### config.mk
export PLATFORM = sky130hd
export DESIGN_NAME = fp32_add_sched
export DESIGN_NICKNAME = d
export VERILOG_FILES = /design/src/rtl/fp32_add_sched.sv
export SDC_FILE = /design/constraint.sdc
export NUM_CORES = 1
export LEC_CHECK = 0
export ABC_AREA = 0
export CAP_MARGIN = 25
export CORE_AREA = 10 10 155 157
export CTS_CLUSTER_DIAMETER = 100
export DETAILED_ROUTE_END_ITERATION = 7
export DIE_AREA = 0 0 165 167
export GPL_ROUTABILITY_DRIVEN = 0
export HOLD_SLACK_MARGIN = 0.08
export PLACE_DENSITY = 0.82
export SLEW_MARGIN = 15
export SYNTH_ARGS = -nofsm -noshare
export SYNTH_HDL_FRONTEND = slang
export SYNTH_SLANG_ARGS = --single-unit
### constraint.sdc
create_clock -name clk -period 2.9 [get_ports clk]
set_input_delay 0.435 -clock clk [delete_from_list [all_inputs] [get_ports clk]]
set_output_delay 0.435 -clock clk [all_outputs]
set_load 0.05 [all_outputs]
### src/rtl/fp32_add_sched.sv
// fp32_add_sched
// Round-robin scheduler that lets NREQ requesters share one external
// combinational fp32 adder. Operands pass through a two-stage pipeline:
// S1 holds the operand pair driven to the adder, and S2 captures the sum
// for the consumer. Results and operands are passed through untouched.
module fp32_add_sched #(
    parameter int NREQ = 4,
    parameter int CNTW = 16
) (
    input  logic                     clk,
    input  logic                     rst,
    input  logic [NREQ-1:0]          req_valid,
    output logic [NREQ-1:0]          req_ready,
    input  logic [NREQ*32-1:0]       req_a,
    input  logic [NREQ*32-1:0]       req_b,
    output logic [31:0]              add_a,
    output logic [31:0]              add_b,
    input  logic [31:0]              add_result,
    output logic                     rsp_valid,
    input  logic                     rsp_ready,
    output logic [31:0]              rsp_result,
    output logic [$clog2(NREQ)-1:0]  rsp_id,
    output logic [CNTW-1:0]          done_count
);

    localparam int IDW = $clog2(NREQ);

    logic            s1_valid;
    logic [31:0]     s1_a;
    logic [31:0]     s1_b;
    logic [IDW-1:0]  s1_id;
    logic [IDW-1:0]  ptr;

    logic            s2_free;
    logic            s1_free;
    logic            grant_found;
    logic [IDW-1:0]  grant_idx;
    logic [IDW-1:0]  scan_idx [NREQ];
    logic [31:0]     sel_a;
    logic [31:0]     sel_b;
    logic            handshake;

    // The adder always sees the S1 operand registers, which only change on a handshake
    assign add_a = s1_a;
    assign add_b = s1_b;

    // S2 can take a new result when empty or being drained; S1 moves whenever S2 can
    assign s2_free   = !rsp_valid || rsp_ready;
    assign s1_free   = !s1_valid || s2_free;
    assign handshake = |(req_valid & req_ready);

    // Requester indices in priority order, starting at the round-robin pointer
    always_comb begin
        for (int k = 0; k < NREQ; k++) begin
            scan_idx[k] = IDW'((int'(ptr) + k) % NREQ);
        end
    end

    // Pick the first valid requester at or after the pointer
    always_comb begin
        grant_found = 1'b0;
        grant_idx   = '0;
        for (int k = 0; k < NREQ; k++) begin
            if (!grant_found && req_valid[scan_idx[k]]) begin
                grant_found = 1'b1;
                grant_idx   = scan_idx[k];
            end
        end
    end

    // Operand pair of the granted requester
    always_comb begin
        sel_a = '0;
        sel_b = '0;
        for (int i = 0; i < NREQ; i++) begin
            if (grant_idx == IDW'(i)) begin
                sel_a = req_a[i*32 +: 32];
                sel_b = req_b[i*32 +: 32];
            end
        end
    end

    // One-hot ready on the winner, only when S1 has room and never during reset
    always_comb begin
        req_ready = '0;
        if (!rst && s1_free && grant_found) begin
            req_ready[grant_idx] = 1'b1;
        end
    end

    // Pipeline registers, arbitration pointer and completion counter
    always_ff @(posedge clk) begin
        if (rst) begin
            s1_valid   <= 1'b0;
            s1_a       <= '0;
            s1_b       <= '0;
            s1_id      <= '0;
            ptr        <= '0;
            rsp_valid  <= 1'b0;
            rsp_result <= '0;
            rsp_id     <= '0;
            done_count <= '0;
        end else begin
            if (s2_free) begin
                rsp_valid <= s1_valid;
                if (s1_valid) begin
                    rsp_result <= add_result;
                    rsp_id     <= s1_id;
                end
            end

            if (handshake) begin
                s1_valid <= 1'b1;
                s1_a     <= sel_a;
                s1_b     <= sel_b;
                s1_id    <= grant_idx;
                ptr      <= (grant_idx == IDW'(NREQ - 1)) ? '0 : grant_idx + IDW'(1);
            end else if (s2_free) begin
                s1_valid <= 1'b0;
            end

            if (rsp_valid && rsp_ready) begin
                done_count <= done_count + CNTW'(1);
            end
        end
    end

endmodule

# After elaboration in Yosys (flattened, before gate mapping)
# Index checks and enable logic that the tools add are counted.
[word_totals] reg_bits=120 input_bits=295 wordCells=73
[op_classes] addsub=5 order_cmp=6 n_eq_ne=3 mux=30 bitwise=1 n_reduce_logical=19
[ops] operator="32-bit two-way mux" n=8
[ops] operator="16-bit by 1-bit adder with 16-bit output (second input constant)" n=1
[ops] operator="2-bit by 3-bit less-than comparator with 1-bit output (second input constant)" n=5
[ops] operator="1-bit two-way mux" n=11
[ops] operator="2-bit two-way mux" n=5
[ops] operator="1-bit binary-select mux with 2-bit select" n=4
[ops] operator="1-bit logical AND" n=7
[ops] operator="1-bit zero test" n=6
[ops] operator="2-bit by 1-bit adder with 2-bit output (second input constant)" n=2
[ops] operator="2-bit adder (second input constant)" n=2
[ops] operator="4-bit AND" n=1
[ops] operator="2-bit == test (second input constant)" n=2
[ops] operator="4-bit two-way mux" n=1
[ops] operator="4-bit OR reduction" n=1
[ops] operator="1-bit demux with 2-bit select" n=1
[ops] operator="2-bit by 1-bit == test with 1-bit output (second input constant)" n=1
[ops] operator="2-bit by 1-bit >= comparator with 1-bit output (second input constant)" n=1
[ops] operator="2-bit zero test" n=1
[ops] operator="1-bit logical OR" n=2
[ops] operator="2-bit AND reduction" n=1
[ops] operator="2-bit nonzero test" n=1

# Depth between registers and ports, before layout
# Gate-level depths: netlist of run 1.
[logic_depth] ltp_word=20 mapped_depth=11 ltp_nobuf=9

# Worst setup path after synthesis of run 1
# OpenSTA, ideal clock, no wires.
[synth_path] path_type="input to output" start="in req_valid[0]" end="out req_ready[1]" arrival_time_ns=2.378 path_slack_ns=0.087 cell_stages=7 n_path_buf=2 cell_sequence="nor2b_1 a211o_1 a21oi_1 ha_1 clkbuf_1 clkbuf_1 and2_1"
[synth_via] elab_chain_cells=17
[synth_rtl] element="start, declared" line_no="12" source="input logic [NREQ-1:0] req_valid,"
[synth_rtl] element="1-bit binary-select mux with 2-bit select" line_no="64" source="if (!grant_found && req_valid[scan_idx[k]]) begin"
[synth_rtl] element="1-bit two-way mux (implied by the code)" line_no="64"
[synth_rtl] element="1-bit two-way mux" line_no="64"
[synth_rtl] element="1-bit zero test" line_no="64"
[synth_rtl] element="1-bit logical AND" line_no="64"
[synth_rtl] element="1-bit two-way mux" line_no="64"
[synth_rtl] element="1-bit zero test" line_no="64"
[synth_rtl] element="1-bit logical AND" line_no="64"
[synth_rtl] element="(+2 left out)"
[synth_rtl] element="1-bit logical AND" line_no="64"
[synth_rtl] element="2-bit two-way mux *" line_no="64"
[synth_rtl] element="via grant_idx[0]" line_no="37" source="logic [IDW-1:0] grant_idx;"
[synth_rtl] element="2-bit by 3-bit less-than comparator with 1-bit output (implied by the code) / 2-bit by 1-bit >= comparator with 1-bit output (equally long branches)" line_no="87" source="req_ready[grant_idx] = 1'b1;"
[synth_rtl] element="1-bit logical AND (implied by the code)" line_no="87"
[synth_rtl] element="1-bit two-way mux (implied by the code)" line_no="87"
[synth_rtl] element="1-bit demux with 2-bit select *" line_no="87"
[synth_rtl] element="4-bit two-way mux *" line_no="86" source="if (!rst && s1_free && grant_found) begin"
[synth_rtl] element="end, declared" line_no="13" source="output logic [NREQ-1:0] req_ready,"
# The timed path passes the listed nets; every way through them passes the cells marked *. The select of a mux whose other input is x is not followed.

# Worst setup path after layout of run 1
# Ends and elaborated chain as after synthesis.

==> impl_metrics.yaml, run 1 <==
outcome:
  status: "complete, no violations"
timing:
  timing.final.max_slew_violations: 0
  clock_skew_ps: 15.97
  final_hold_viol_count: 0
  post-route-period-util: 0.9690
  setup_repair_after_global_routing_missed_its_margin: "no"
  finalSetupViolCount: 0
  timing.fmax_mhz: 355.8
  worst_slew_pin_slew_ps: 748.3
  slew_headroom: 0.5011
  finalCriticalPeriod_ps: 2810
worst_setup_path:
  critical_setup_path_kind: "in -> out"
  cp.arrival_ps: 2380
  timing.critical_path.slowest_stage_cell: "clkdlybuf4s50_1"
  setup.worst_path.end_class: "output port"
  reg2reg_to: "add_b[21]$_SDFFE_PP0P_"
  critPathCapture: "req_ready[1]"
  worst_path_most_repeated_cell: "buf_4"
  crit_path_start: "req_valid[0]"
  worst-r2r-cell-count: 11
  worst_r2r_startpoint: "ptr[1]$_SDFFE_PP0P_"
  critPathTopFamily: "buffers and inverters"
  worstPathCellList: "clkdlybuf4s50_1, nor2b_1, a211o_1, a21oi_1, buf_4, ha_4, buf_4, and2_4, buf_12"
  start_kind: "input port"
  critPathBufInv: 4
  worst_path_required_ps: 2470
  max_stage_delay_ps: 440
  worst-path-stages: 9
  crit_path_max_fanout: 9
  worst-r2r-setup-slack_ps: 430
cells_and_area:
  finish.net_count: 1551
  seqCellArea_sq_um: 2402
  drive_above_1_share: 0.06572
  most_common_cell_after_layout_fill_and_taps_aside: "clkdlybuf4s50_1"
  post_layout_nonfiller_instances: 1540
  multi_input_area_sq_um: 3636
  flow.area_growth_from_synthesis_pct: 81.51
  layout.cells.most_common_list: "clkdlybuf4s50_1, nand2_1, dfxtp_1"
  n_fill_cell: 1891
cts:
  clk_pin_slew_ps: 50
  cts_root_buf: "clkbuf_16"
  cts-htree-levels: 4
  cts_made_buffers: 17
  tritoncts_num_sinks: 120
  post_cts_setup_buffers: 0
  clock_tree_from_tritoncts: "built"
  clk-insertion-delay-late_ps: 420
  number_of_hold_buffers_added_after_cts: 0
  cts.path.max_buffers: 2
synth:
  synth-async-reset-ratio: 0
  yosys_most_used_dff: "dfxtp_1"
  flops_latches_synth: 120
  syn-cell-area_sq_um: 6354
  yosys.cell_types.count: 39
  ys_seq_area_frac: 0.3781
  synth.yosys.warnings: 0
  synth-edff-count: 0
  postSynthNetCount: 1161
  post_synth.cell_area_avg_sq_um: 7.379
  post_synth_inst_count: 861
floorplanning:
  die_area_sq_um: 27560
  initial_utilization: 0.3051
  core_sq_um: 20820
  die-height_microns: 167
  io_pins: 414
  floorplan.rows: 53
  die_width_microns: 165
detailed_routing:
  final_antenna_net_count: 0
  dr_total_vias: 7825
  drt_first_pass_iters: 4
  drt-total-wl_microns: 30320
  drt_iter0_markers: 486
  wire_per_inst_microns: 19.69
  drt-vias-per-instance: 5.081
  drcViolationCount: 0
placement:
  place.port_buffers: 413
  dpl.cell_count: 1507
  hpwl_microns: 23510
power_and_ir_drop:
  fin_total_pwr_mw: 6.116
  register_share_of_total_power: 0.301
  ir_worst_vdd_uv: 317.5
  proportion_of_total_power_due_to_net_switching: 0.3481
  p_leak_nw: 3.955
  power.density_nw_per_um2: 530.3
  comb_power_share: 0.357
  cellInternalPower_mw: 3.987
  clock_power_share: 0.341
  switchingPower_mw: 2.129
grt:
  use_met1: 0.2193
  grt_first_pass_wirelength_microns: 44870
  globalRoute.busiestLayer: "met2"
  grt_max_degree: 72
  grt_antenna_before_repair: 2
  gr-usage-all-layers: 0.2076
  globalRoute.totalOverflow: 0
  met3_track_demand_over_resource_in_global_routing: 0.08185
  vias_in_the_first_global_route: 7868
  grt_use_met2: 0.3603
hold_path:
  hold_path_class: "reg -> reg"
run:
  timing.max_cap.violations: 0
[logic make-up after synthesis]
kind of cell | synth area share
AO/OA/AOI/OAI | 0.2664
XOR/XNOR | 0.01516
adder cells (fa/ha/maj) | 0.009846
buffers and inverters | 0.05790
flip-flops | 0.3781
multiplexers | 0.001772
AND/OR/NAND/NOR | 0.2708
[area by class of cell]
| class | count | area share |
|---|---|---|
| Timing Repair Buffer | 446 | 0.3930 |
| Multi-Input combinational cell | 656 | 0.3153 |
| Sequential cell | 120 | 0.2083 |
| Clock buffer | 17 | 0.03689 |
| Tap cell | 275 | 0.02984 |
| Clock inverter | 14 | 0.01302 |
| Inverter | 10 | 0.003255 |
| Antenna cell | 2 | 0.0004340 |
[flip-flops by register name (all words and copies together) (netlist names)]
| name | flops |
|---|---|
| add_a | 32 |
| add_b | 32 |
| done_count | 16 |
| ptr | 2 |
| rsp_id | 2 |
| rsp_result | 32 |
| rsp_valid | 1 |
| s1_id | 2 |
| s1_valid | 1 |
[per-stage QoR]
stage / utilization / setup slack (ps) / cell area [sq um] / hold WS [ps] / TNS (ps)
finish: 0.5538 / 89.77 / 11530 / 452.8 / 0
global route: 0.5537 / 14.98 / 11530 / 467.1 / 0
CTS: 0.5535 / 23.95 / 11520 / 453.5 / 0
detailed placement: 0.5258 / -286.0 / 10950 / 445.9 / -2898
global placement: 0.5258 / -238.7 / 10950 / 438.8 / -317.2
floorplan: - / 87.17 / 6354 / 427.5 / 0
[power by group through the flow]
| stage | clock network [mW] | logic, mW | registers [mW] |
|---|---|---|---|
| after floorplan | 0 | 0.784 | 2.27 |
| after global placement | 0 | 2.18 | 1.87 |
| after detailed placement | 0 | 2.20 | 1.88 |
| after CTS | 2.13 | 2.20 | 1.84 |
| after global routing | 2.20 | 2.34 | 1.86 |
| final | 2.09 | 2.19 | 1.84 |
[worst min path at each step]
| stage | startpoint | end | cells past startpoint |
|---|---|---|---|
| floorplan | s1_id[0]$_SDFFE_PP0P_ | rsp_id[0]$_SDFFE_PP0P_ | 2 |
| global placement | s1_id[1]$_SDFFE_PP0P_ | rsp_id[1]$_SDFFE_PP0P_ | 2 |
| detailed placement | rsp_result[14]$_SDFFE_PP0P_ | rsp_result[14]$_SDFFE_PP0P_ | 2 |
| CTS | rsp_result[14]$_SDFFE_PP0P_ | rsp_result[14]$_SDFFE_PP0P_ | 2 |
| global route | add_b[6]$_SDFFE_PP0P_ | add_b[6]$_SDFFE_PP0P_ | 2 |
| finish | add_a[26]$_SDFFE_PP0P_ | add_a[26]$_SDFFE_PP0P_ | 2 |
[layer usage]
metal / vias to the layer above / part of all wire
li1: 3809 / -
met1: 3598 / 0.37
met2: 367 / 0.50
met3: 49 / 0.10
met4: 2 / 0.024
met5: - / 0.00043
[worst min-delay path, cell delays in order (launching register included)]
cell and delay, ps:
dfxtp_1 310, nand2_1 50, a21oi_1 50
[repair_timing]
action                     in CTS  in global routing
setup endpoints to repair       0                  1
hold endpoints to repair        0                  0
resized for setup               0                  1
[synthesized netlist by cell type (5+ instances only)]
master	n	share of area
nand2b_1	65	0.064
nor3_1	5	0.0039
ha_1	5	0.0098
o2111ai_1	63	0.087
buf_6	5	0.0089
dfxtp_1	120	0.38
clkbuf_1	53	0.031
buf_1	8	0.0047
a21oi_1	108	0.085
inv_1	10	0.0059
nand3_1	9	0.0071
nor2_1	19	0.011
xnor2_1	9	0.012
buf_2	9	0.0071
and2_1	5	0.0049
o211ai_1	64	0.076
nand2_1	271	0.16
(Power assumes the default switching activity.)
==> run 2: changes to the inputs <==
Settings changed: ABC_AREA 0 to 1, CAP_MARGIN 25 to 40, CORE_AREA 10 10 155 157 to 10 10 153 155, DIE_AREA 0 0 165 167 to 0 0 163 165, PLACE_DENSITY 0.82 to 0.85.
==> impl_metrics.yaml, run 2 <==
outcome:
  status: "complete, but fails checks"
  failed_checks: "setup timing"
cells_and_area:
  layout.cells.most_common_list: "clkdlybuf4s50_1, o21ai_0, nor2_1"
  flow.area_growth_from_synthesis_pct: 88.28
  drive_above_1_share: 0.1346
  seqCellArea_sq_um: 2410
  fin_util: 0.6299
  fin_area_sq_um: 12700
  n_fill_cell: 1687
  multi_input_area_sq_um: 3993
  post_layout_nonfiller_instances: 1764
  finish.net_count: 1780
  most_common_cell_after_layout_fill_and_taps_aside: "clkdlybuf4s50_1"
timing:
  finalCriticalPeriod_ps: 2993
  fin_worst_hold_slack_ps: 468.0
  fin_ws_ps: -93.16
  finalSetupViolCount: 63
  timing.final.max_slew_violations: 0
  tns_ps: -2276
  final_hold_viol_count: 0
  clock_skew_ps: 9.919
  timing.fmax_mhz: 334.1
  post-route-period-util: 1.032
  slew_headroom: 0.3798
  worst_slew_pin_slew_ps: 930.2
  setup_repair_after_global_routing_missed_its_margin: "yes"
power_and_ir_drop:
  p_leak_nw: 4.919
  proportion_of_total_power_due_to_net_switching: 0.4945
  fin_total_pwr_mw: 14.80
  switchingPower_mw: 7.317
  register_share_of_total_power: 0.164
  power.density_nw_per_um2: 1165
  ir_worst_vdd_uv: 677.3
  cellInternalPower_mw: 7.479
  comb_power_share: 0.692
  clock_power_share: 0.144
worst_setup_path:
  worst_path_required_ps: 3250
  critical_setup_path_kind: "reg -> reg"
  crit_path_max_fanout: 7
  cp.arrival_ps: 3340
  start_kind: "flop"
  setup.worst_path.end_class: "flop"
cts:
  clock_tree_from_tritoncts: "built"
  cts-htree-levels: 4
  clk-insertion-delay-late_ps: 420
  clk_pin_slew_ps: 70
  tritoncts_num_sinks: 120
  cts_made_buffers: 17
  cts_root_buf: "clkbuf_16"
  cts.path.max_buffers: 2
grt:
  grt_max_degree: 96
  gr-usage-all-layers: 0.2405
  grt_first_pass_wirelength_microns: 50470
  globalRoute.totalOverflow: 0
  vias_in_the_first_global_route: 8763
  grt_antenna_before_repair: 0
placement:
  placement.cell_area_sq_um: 11530
  hpwl_microns: 26120
  dpl.cell_count: 1701
  pre_cts_ws_ps: -395.8
  place.port_buffers: 413
floorplanning:
  die-height_microns: 165
  floorplan.rows: 52
  die_area_sq_um: 26900
  initial_utilization: 0.3346
  core_sq_um: 20170
  io_pins: 414
  die_width_microns: 163
synth:
  ys_seq_area_frac: 0.3560
  synthMostInstantiatedCell: "o21ai_0"
  synth.yosys.warnings: 0
  post_synth.cell_area_avg_sq_um: 6.433
  synth-edff-count: 0
  post_synth_most_frequent_cells: "o21ai_0, nor2_1, nand2_1"
  synth-async-reset-ratio: 0
  yosys_most_used_dff: "dfxtp_1"
  syn-cell-area_sq_um: 6748
  synth.top_cell.area_share: 0.3560
  synth.top_cells.by_area: "dfxtp_1, o21ai_0, nor2_1"
  yosys.cell_types.count: 33
  post_synth_inst_count: 1049
  cell_taking_the_most_area_after_synthesis: "dfxtp_1"
  postSynthNetCount: 1349
  flops_latches_synth: 120
detailed_routing:
  drt-total-wl_microns: 36140
  drt-vias-per-instance: 5.241
  drt_first_pass_iters: 8
  drt_iter0_markers: 843
  dr_total_vias: 9246
  final_antenna_net_count: 0
  wire_per_inst_microns: 20.49
  drcViolationCount: 0
run:
  timing.max_cap.violations: 0
hold_path:
  hold_path_class: "reg -> reg"
run 2: layout make-up:
type | instances | share of cell area
multi-input cells | 816 | 0.3143
repair buffers | 495 | 0.4128
clock buffers | 17 | 0.03348
flip-flops and latches | 120 | 0.1897
diodes | 1 | 0.0001970
well taps | 270 | 0.02659
inverters | 30 | 0.01064
clock inverters | 15 | 0.01231
run 2: final timing paths:
path | from | to | slack, ps | depth (start not counted)
worst min-delay path | add_a[10]$_SDFFE_PP0P_ | add_a[10]$_SDFFE_PP0P_ | 470 | 2
worst max-delay path | ptr[1]$_SDFFE_PP0P_ | add_a[7]$_SDFFE_PP0P_ | -90 | 21
worst max register to register | ptr[1]$_SDFFE_PP0P_ | add_a[7]$_SDFFE_PP0P_ | -90 | 21
worst min register to register | add_a[10]$_SDFFE_PP0P_ | add_a[10]$_SDFFE_PP0P_ | 470 | 2
run 2: per-layer routing:
layer  routed length, microns  GRT usage  vias to the layer above
met1                    13830     0.2686                     4272
met2                    18020     0.4335                      536
met5                        0          0                        -
met4                     1066    0.08443                        0
met3                     3217    0.06099                       80
li1                         -          -                     4358
run 2: power by group through the flow:
stage	Clock, mW	Combinational, mW	Sequential [mW]
after floorplan	0	4.08	3.93
after global placement	0	8.82	2.41
after detailed placement	0	8.99	2.44
after CTS	2.16	9.43	2.42
after global routing	2.22	11.0	2.48
final	2.13	10.2	2.43
run 2: logic make-up (layout without fill, tap and decap cells):
logic type / after synthesis / count (layout) / synth area share
AOI/OAI and AO/OA: 321 / 321 / 0.2511
adders and majority gates: 5 / 5 / 0.009271
buffers and inverters: 113 / 557 / 0.07584
DFF: 120 / 120 / 0.3560
other: 0 / 1 / 0
and+or+nand+nor: 490 / 490 / 0.3078
run 2: timing repair:
| action | 4_1_cts | 5_1_grt |
|---|---|---|
| endpoints found under the setup margin | 6 | 73 |
| gates resized for setup | 36 | 35 |
| pin swaps | 15 | 28 |
| cloned | 1 | 11 |
| buffers inserted | 15 | 4 |
| hold buffers | 0 | 0 |
run 2: worst max-delay path: stages, from the launching register on:
cell and delay, ps:
dfxtp_4 410, inv_4 70, nand2_1 110, nand2_2 110, nand2_4 90, nand2_4 70, nor2_8 100, nand2_1 60
o211ai_1 180, nand2_2 80, buf_6 130, buf_4 130, ha_4 160, buf_4 150, nand4_1 90, nand2_1 90
buf_4 150, nor2_4 160, buf_12 170, clkbuf_16 150, o21ai_0 80, nor2_1 170
==> run 3: changes to the inputs <==
Settings changed: SKIP_LAST_GASP from default to 1.
==> impl_metrics.yaml, run 3 (same netlist as run 2, synthesis figures left out) <==
grt:
  grt_antenna_before_repair: 0
  grt_first_pass_wirelength_microns: 50470
  globalRoute.totalOverflow: 0
  grt_max_degree: 96
  vias_in_the_first_global_route: 8763
  gr-usage-all-layers: 0.2405
cts:
  number_of_hold_buffers_added_after_cts: 0
  clk-insertion-delay-late_ps: 430
  cts_made_buffers: 17
  cts_root_buf: "clkbuf_16"
  clock_tree_from_tritoncts: "built"
  clk_pin_slew_ps: 70
  tritoncts_num_sinks: 120
  cts-htree-levels: 4
  cts.path.max_buffers: 2
outcome:
  status: "complete, but fails checks"
  failed_checks: "setup timing"
worst_setup_path:
  reg2reg_to: "add_a[7]$_SDFFE_PP0P_"
  max_stage_delay_ps: 410
  crit_path_max_fanout: 7
  worst-r2r-cell-count: 21
  worst_path_required_ps: 3250
  timing.critical_path.slowest_stage_cell: "dfxtp_4"
  setup.worst_path.end_class: "flop"
  worst_r2r_startpoint: "ptr[1]$_SDFFE_PP0P_"
  cp.arrival_ps: 3320
  start_kind: "flop"
  worstPathCellList: "inv_4, nand2_1, nand2_2, nand2_4, nand2_4, nor2_8, nand2_1, o211ai_1, nand2_2, buf_6, buf_4, ha_4, buf_4, nand4_1, nand2_1, buf_4, nor2_4, buf_12, clkbuf_16, o21ai_0, nor2_1"
  critical_setup_path_kind: "reg -> reg"
  worst-r2r-setup-slack_ps: -70
detailed_routing:
  dr_total_vias: 9192
  final_antenna_net_count: 0
  wire_per_inst_microns: 20.43
  drcViolationCount: 0
  drt_iter0_markers: 811
  drt_first_pass_iters: 5
  drt-vias-per-instance: 5.214
  drt-total-wl_microns: 36020
timing:
  setup_repair_after_global_routing_missed_its_margin: "yes"
  timing.final.max_slew_violations: 0
  slew_headroom: 0.3810
  fin_ws_ps: -68.10
  timing.fmax_mhz: 336.9
  final_hold_viol_count: 0
  worst_slew_pin_slew_ps: 928.5
  post-route-period-util: 1.023
  finalCriticalPeriod_ps: 2968
  clock_skew_ps: 9.654
  tns_ps: -987.2
  finalSetupViolCount: 43
  fin_worst_hold_slack_ps: 467.9
hold_path:
  hp-start: "add_a[10]$_SDFFE_PP0P_"
  hold_path_depth: 2
  hold_path_class: "reg -> reg"
  holdPathEnd: "add_a[10]$_SDFFE_PP0P_"
cells_and_area:
  seqCellArea_sq_um: 2410
  drive_above_1_share: 0.1346
  layout.cells.most_common_list: "clkdlybuf4s50_1, o21ai_0, nor2_1"
  most_common_cell_after_layout_fill_and_taps_aside: "clkdlybuf4s50_1"
  fin_area_sq_um: 12690
  insertedDiodeCount: 0
  post_layout_nonfiller_instances: 1763
  finish.net_count: 1780
  flow.area_growth_from_synthesis_pct: 88.13
  multi_input_area_sq_um: 3993
  n_fill_cell: 1692
run:
  timing.max_cap.violations: 0
placement:
  place.port_buffers: 413
  hpwl_microns: 26120
  dpl.cell_count: 1701
  placement.cell_area_sq_um: 11530
floorplanning:
  die_width_microns: 163
  initial_utilization: 0.3346
  core_sq_um: 20170
  io_pins: 414
  die_area_sq_um: 26900
  floorplan.rows: 52
  die-height_microns: 165
power_and_ir_drop:
  power.density_nw_per_um2: 1163
  fin_total_pwr_mw: 14.77
  ir_worst_vdd_uv: 678.4
  p_leak_nw: 4.916
run 3: cell count changes in the layout (fill, tap and decap cells not counted), sizes merged:
cell / change
diode: -1
run 3: critical path, delay by kind of cell, from the launching register on:
kind / cells / cell delay (ps)
and+or+nand+nor: 11 / 1100
buffers and inverters: 7 / 950
DFF: 1 / 410
AOI/OAI and AO/OA: 2 / 260
adders and majority gates: 1 / 160
run 3: layer usage:
metal	share of wire	GRT usage	up-vias	wire (microns)
met5	0	0	-	0
met4	0.029	0.08443	0	1033
met3	0.088	0.06099	77	3178
met2	0.50	0.4335	492	18060
met1	0.38	0.2686	4264	13750
li1	-	-	4359	-
run 3: area by class of cell:
cell class	instances	area share
Clock buffer	17	0.03351
Clock inverter	15	0.01232
Sequential cell	120	0.1898
Tap cell	270	0.02661
Multi-Input combinational cell	816	0.3145
Inverter	30	0.01064
Timing Repair Buffer	495	0.4126
run 3: per-stage QoR:
stage          setup WS [ps]  utilization
6_report              -68.10       0.6294
4_1_cts               -15.33       0.6123
3_5_place_dp          -395.8       0.5715
2_1_floorplan         -99.11            -
3_3_place_gp          -317.6       0.5701
5_1_grt               -221.0       0.6294
run 3: how the worst max path moves through the flow:
stage / slack (ps) / to / depth (start not counted) / start
after CTS: -20 / req_ready[0] / 16 / ptr[0]$_SDFFE_PP0P_
after detailed placement: -400 / add_b[17]$_SDFFE_PP0P_ / 17 / req_valid[1]
final: -70 / add_a[7]$_SDFFE_PP0P_ / 21 / ptr[1]$_SDFFE_PP0P_
after global routing: -220 / add_b[9]$_SDFFE_PP0P_ / 21 / ptr[1]$_SDFFE_PP0P_
after floorplan: -100 / req_ready[0] / 12 / req_valid[3]
after global placement: -320 / add_a[16]$_SDFFE_PP0P_ / 18 / req_valid[1]
run 3: timing repair:
item / 4_1_cts / 5_1_grt
buffers inserted: 15 / 4
pin swaps: 15 / 28
setup endpoints to repair: 6 / 73
gates cloned: 1 / 11
resized for setup: 36 / 33
run 3: report_power, final:
group	total (mW)	switching, mW	internal (mW)
registers	2.43	0.294	2.13
logic	10.2	6.09	4.12
clock network	2.13	0.918	1.21
